--- src/rtl/throw_scheduler.sv ---
// Juggling siteswap scheduler: on each beat it throws the ball due in the current
// landing slot (or introduces a new one) and books its landing in an 8-slot ring.
module throw_scheduler (
    input  logic            clk_in,
    input  logic            rst_in,
    input  logic            new_beat,
    input  logic [6:0][2:0] pattern_in,
    input  logic [2:0]      pattern_length,
    input  logic [2:0]      num_balls_in,
    input  logic            pattern_valid_in,
    output logic            throw_valid_out,
    output logic [2:0]      throw_height_out,
    output logic            ball_valid_out,
    output logic [2:0]      ball_id_out,
    output logic            hand_out,
    output logic [2:0]      beat_index_out,
    output logic            error_out
);

    typedef enum logic {IDLE, RUN} state_t;

    state_t          state_q, state_d;
    logic            pv_prev_q, pv_prev_d;
    logic [6:0][2:0] pat_q, pat_d;
    logic [2:0]      len_q, len_d;
    logic [2:0]      nb_q, nb_d;
    logic [2:0]      idx_q, idx_d;
    logic [2:0]      cur_q, cur_d;
    logic [2:0]      nnb_q, nnb_d;
    logic            hand_q, hand_d;
    logic [7:0]      occ_q, occ_d;
    logic [7:0][2:0] ids_q, ids_d;
    logic            tv_q, tv_d;
    logic [2:0]      th_q, th_d;
    logic            bv_q, bv_d;
    logic [2:0]      bid_q, bid_d;
    logic            hout_q, hout_d;
    logic [2:0]      bidx_q, bidx_d;
    logic            err_q, err_d;

    logic            pv_rise;
    logic [2:0]      h;
    logic [2:0]      target;
    logic            throw_ok;
    logic [2:0]      throw_id;

    assign pv_rise = pattern_valid_in && !pv_prev_q;
    assign h       = pat_q[idx_q];
    assign target  = cur_q + h;

    always_comb begin
        state_d   = state_q;
        pv_prev_d = pattern_valid_in;
        pat_d     = pat_q;
        len_d     = len_q;
        nb_d      = nb_q;
        idx_d     = idx_q;
        cur_d     = cur_q;
        nnb_d     = nnb_q;
        hand_d    = hand_q;
        occ_d     = occ_q;
        ids_d     = ids_q;
        tv_d      = 1'b0;
        th_d      = th_q;
        bv_d      = bv_q;
        bid_d     = bid_q;
        hout_d    = hout_q;
        bidx_d    = bidx_q;
        err_d     = err_q;
        throw_ok  = 1'b0;
        throw_id  = 3'd0;

        // A load always wins over a coincident beat
        if (pv_rise) begin
            state_d = RUN;
            pat_d   = pattern_in;
            len_d   = pattern_length;
            nb_d    = num_balls_in;
            idx_d   = 3'd0;
            cur_d   = 3'd0;
            nnb_d   = 3'd0;
            hand_d  = 1'b0;
            occ_d   = '0;
            ids_d   = '0;
            err_d   = 1'b0;
        end else if (state_q == RUN) begin
            if (!pattern_valid_in) begin
                state_d = IDLE;
                occ_d   = '0;
            end else if (new_beat) begin
                if (h != 3'd0) begin
                    if (occ_q[cur_q]) begin
                        throw_ok     = 1'b1;
                        throw_id     = ids_q[cur_q];
                        occ_d[cur_q] = 1'b0;
                    end else if (nnb_q < nb_q) begin
                        throw_ok = 1'b1;
                        throw_id = nnb_q;
                        nnb_d    = nnb_q + 3'd1;
                    end else begin
                        err_d = 1'b1;
                    end
                    // h is 1..7 so the target never aliases the slot just vacated
                    if (throw_ok) begin
                        if (occ_q[target]) begin
                            err_d = 1'b1;
                        end
                        occ_d[target] = 1'b1;
                        ids_d[target] = throw_id;
                    end
                end else if (occ_q[cur_q]) begin
                    err_d = 1'b1;
                end

                tv_d   = 1'b1;
                th_d   = h;
                bv_d   = throw_ok;
                if (throw_ok) begin
                    bid_d = throw_id;
                end
                hout_d = hand_q;
                bidx_d = idx_q;

                cur_d  = cur_q + 3'd1;
                hand_d = !hand_q;
                if (((idx_q + 3'd1) >= len_q) || (idx_q == 3'd6)) begin
                    idx_d = 3'd0;
                end else begin
                    idx_d = idx_q + 3'd1;
                end
            end
        end
    end

    always_ff @(posedge clk_in or negedge rst_in) begin
        if (!rst_in) begin
            state_q   <= IDLE;
            pv_prev_q <= 1'b0;
            pat_q     <= '0;
            len_q     <= 3'd0;
            nb_q      <= 3'd0;
            idx_q     <= 3'd0;
            cur_q     <= 3'd0;
            nnb_q     <= 3'd0;
            hand_q    <= 1'b0;
            occ_q     <= '0;
            ids_q     <= '0;
            tv_q      <= 1'b0;
            th_q      <= 3'd0;
            bv_q      <= 1'b0;
            bid_q     <= 3'd0;
            hout_q    <= 1'b0;
            bidx_q    <= 3'd0;
            err_q     <= 1'b0;
        end else begin
            state_q   <= state_d;
            pv_prev_q <= pv_prev_d;
            pat_q     <= pat_d;
            len_q     <= len_d;
            nb_q      <= nb_d;
            idx_q     <= idx_d;
            cur_q     <= cur_d;
            nnb_q     <= nnb_d;
            hand_q    <= hand_d;
            occ_q     <= occ_d;
            ids_q     <= ids_d;
            tv_q      <= tv_d;
            th_q      <= th_d;
            bv_q      <= bv_d;
            bid_q     <= bid_d;
            hout_q    <= hout_d;
            bidx_q    <= bidx_d;
            err_q     <= err_d;
        end
    end

    assign throw_valid_out  = tv_q;
    assign throw_height_out = th_q;
    assign ball_valid_out   = bv_q;
    assign ball_id_out      = bid_q;
    assign hand_out         = hout_q;
    assign beat_index_out   = bidx_q;
    assign error_out        = err_q;

endmodule
--- config.mk ---
export PLATFORM = sky130hd
export DESIGN_NAME = throw_scheduler
export DESIGN_NICKNAME = d
export VERILOG_FILES = /design/src/rtl/throw_scheduler.sv
export SDC_FILE = /design/constraint.sdc
export NUM_CORES = 1
export LEC_CHECK = 0
export ABC_AREA = 1
export CORE_ASPECT_RATIO = 0.8
export CORE_MARGIN = 5
export CORE_UTILIZATION = 58
export CTS_CLUSTER_DIAMETER = 30
export DETAILED_ROUTE_END_ITERATION = 16
export PLACE_DENSITY_LB_ADDON = 0.25
export SLEW_MARGIN = 15
export SYNTH_ARGS = -nofsm -noshare
export SYNTH_HDL_FRONTEND = slang
export SYNTH_SLANG_ARGS = --single-unit
--- constraint.sdc ---
create_clock -name clk_in -period 3.5 [get_ports clk_in]
set_clock_uncertainty 0.15 [all_clocks]
set_input_delay 0.7 -clock clk_in [delete_from_list [all_inputs] [get_ports clk_in]]
set_output_delay 0.7 -clock clk_in [all_outputs]
set_load 0.05 [all_outputs]
==> results of run 1 <==
## area by class of cell
type / count / area, um2 / share of cell area, %
clock buffers: 10 / 128 / 2.29
clock inverters: 4 / 98.8 / 1.77
inverters: 57 / 216 / 3.88
multi-input cells: 446 / 2410 / 43.2
flip-flops and latches: 84 / 2100 / 37.7
well taps: 112 / 140 / 2.51
repair buffers: 50 / 484 / 8.68
## per-stage QoR
stage | hold slack, ns | instances | area (um2) | power, uW
global route | 0.280 | 763 | 5580 | 5510
floorplan | 0.254 | 614 | 4900 | 3660
global placement | 0.303 | 749 | 5350 | 4220
CTS | 0.337 | 763 | 5570 | 5120
finish | 0.216 | 763 | 5580 | 5120
detailed placement | 0.318 | 749 | 5350 | 4290
## power by group
part	internal [uW]	total (uW)	switching [uW]
Clock	469	807	338
Combinational	894	2950	2050
Sequential	1170	1370	201
Total	2530	5120	2590
## cell usage after synthesis, types with 2 or more instances
library cell and number:
clkbuf_1 7, nand3_1 56, nand2_1 188, dfrtp_1 84
o21bai_1 2, a21oi_1 11, inv_2 3, buf_4 2
inv_1 51, nand3_4 7, o21ai_0 37, clkinv_1 2
nand3_2 17, a31oi_1 2, nand2_4 12, nor2_2 3
ha_1 10, nor2_4 4, nor2_1 47, buf_2 11
o21ai_1 14, nand2_2 7, buf_6 5, o22ai_1 2
nand4_1 13, o31ai_1 6
## kinds of logic after synthesis
family          Yosys count  synth area share (%)
compound gates           76                  8.58
fa+ha+maj                11                  2.96
buf+inv                  84                  8.02
xor+xnor                  3                 0.690
flops                    84                  42.9
simple gates            356                  36.8
## sequential cells by signal (all words and copies together), names as in the netlist, 3 cells and up
register,count
ids_q,24
cur_q,3
ball_id_out,3
beat_index_out,3
throw_height_out,3
occ_q,8
pat_q,21
nb_q,3
len_q,3
nnb_q,3
idx_q,3
## how the worst max path moves through the flow
stage | endpoint | slack [ns] | cells after the start
after floorplan | ids_q[21] | 0.65 | 17
after global routing | ids_q[21] | 0.26 | 15
after detailed placement | ids_q[23] | 0.51 | 15
after global placement | ids_q[23] | 0.62 | 14
final | ids_q[22] | 0.48 | 15
after CTS | ids_q[23] | 0.49 | 15
## routing by layer
| metal | vias up | GRT usage (%) | wire length, um |
|---|---|---|---|
| met5 | - | 0 | 0 |
| met4 | 0 | 5.81 | 149 |
| met3 | 16 | 5.54 | 777 |
| met2 | 132 | 33.3 | 4920 |
| met1 | 2009 | 34.1 | 5270 |
| li1 | 2051 | - | - |
## cells in the final DEF (no fill, tap or decap), types with 3 or more instances in the layout
master and instances:
nand3_2 17, o31ai_1 6, ha_1 10, nand2_4 12
bufinv_16 3, o21ai_0 37, nor2_4 5, clkbuf_8 9
o21ai_1 14, clkdlybuf4s50_1 42, nand3_4 7, nor2_1 47
nand2_1 188, inv_2 3, dfrtp_1 84, a21oi_1 11
inv_1 51, nand3_1 56, nand2_2 7, buf_4 7
nand4_1 13
==> impl_results.md, run 1 <==
- Vias in the first global route: just under 4000
- Overflow after GRT: 0
- Cell area power density: ~920 mW/mm2
- Top-area cell type share of the netlist area: 42.9%
- Max-cap viol count: 0
- Site row count: 30
- Clk Latency, worst-skew pair: 0.36 ns
- HP Class: primary input to asynchronous set/reset pin
- Pin count of the biggest net entering global routing: 85
- Number of synthesized flops with an enable pin: 0
- FF-to-FF setup slack: slightly below 0.5 ns
- Clk slew on worst S/H paths: approximately 0.08 ns
- Clock tree buffer depth: 2
- Worst reg2reg startpoint: idx_q[0]
- Worst-path fanout max: 15
- Pins Over Slew Limit: 0
- Violation count after the first detailed-routing iteration: between 300 and 400
- Input/output buffers: between 40 and 50
- Vias per inst: between 5 and 6
- Setup TNS: 0 ns
- Critical Path AT: around 3.1 ns
- Starting Density: about three fifths
- Routed WL: 11.1 mm
- RR Endpoint: ids_q[22]
- Asr flop ratio synth: 100%
- DR WL/cell: around 15 um
- Root Buffer: clkbuf_8
- Register area share after synthesis: between 40% and 50%
- Ys flop type: dfrtp_1
- Setup crit start: idx_q[0]
- Synthesized cell area: 0.00490 mm2
- Setup crit end kind: register
- GP Congestion: between 0.9 and 1
- Tot GR Track Use: a little under a quarter
- DRC viols: 0
- Core Util, Final: ~67%
- Period utilisation layout: 86.2%
- TritonCTS clock tree: yes
- Post-CTS Setup Inserts: 0
- Tightest Pin Transition: 0.747 ns
- Cells after Synth: just over 600
- Cts repair resizes: 0
- Die H: just over 90 um
- Unrepaired setup endpoints after global routing: false
- Avg Cell Area, Syn: between 7 and 8 um2
- First-pass GRT wire length: 19.1 mm
- Num CTS Buffers: 9
- FMAX: between 300 and 400 MHz
- Synth Net Count: ~660
- Leak Pwr: 0.00286 uW
- Hold Buf Count CTS: 0
- Final ANT Viol Nets: 0
- Pre-antenna DRT Iters: 5
- Post-synthesis cell type count: 37
- Final Worst Setup Slack: between 0.4 and 0.5 ns
- Final min period: about 3.0 ns
- Post-layout nets: just under 700
- DIE AREA: just over 0.01 mm2
- Core footprint: between 0.008 and 0.009 mm2
- WP buf/inv: 4
- Outcome: finished clean
- Antenna violations before repair: 0
- Htree depth: 3
- Max IR drop VDD: 522 uV
- Antenna cell count: 0
- Setup CP Type: register to register
- Clk sinks: 84
- Fill cells: 714
- Vias: 4208
- Dpl ws: ~0.51 ns
- Top post-synthesis cells by area: dfrtp_1 43%, nand2_1 14%, nand3_1 5.7%
- Delay-heaviest family, CP: simple AND/OR/NAND/NOR gates
- Yosys warnings: 0
- Hpwl dp: about 8.0 mm
- Slew HR: between 50% and 60%
- Layout area overhead: 13.9%
- Critical Path RT: about 3.6 ns
- Leading area contributor after synthesis: dfrtp_1
- CP max stage delay: around 0.57 ns
- Die X: ~110 um
- Register bit total from synthesis: 84
- Worst-path cell chain: inv_2 -> nand2_1 -> nand3_1 -> nand3_1 -> nand2_1 -> inv_1 -> ha_1 -> inv_1 -> fa_1 -> inv_1 -> nand3_2 -> nor2_2 -> nand2_4 -> nand3_1 -> nand2_1
- Final setup violating endpoints: 0
- Worst Setup Start Kind: register
- R2R depth: 15
- Critical path's slowest cell: fa_1
- Top Ports: 44
- Layout cells sized above 1: about 12%
- Hold Fails Final Rpt: 0
(Power assumes the default switching activity.)
==> run 2, diff against run 1 <==
--- a/config.mk
+++ b/config.mk
@@ -6,10 +6,11 @@
 export NUM_CORES = 1
 export LEC_CHECK = 0
 export ABC_AREA = 1
+export CAP_MARGIN = 0
 export CORE_ASPECT_RATIO = 0.8
 export CORE_MARGIN = 5
 export CORE_UTILIZATION = 58
-export CTS_CLUSTER_DIAMETER = 30
+export CTS_CLUSTER_DIAMETER = 80
 export DETAILED_ROUTE_END_ITERATION = 16
 export PLACE_DENSITY_LB_ADDON = 0.25
 export SLEW_MARGIN = 15
==> results of run 2 <==
Same layout as run 1: the final DEF is identical, and so are final timing and power.
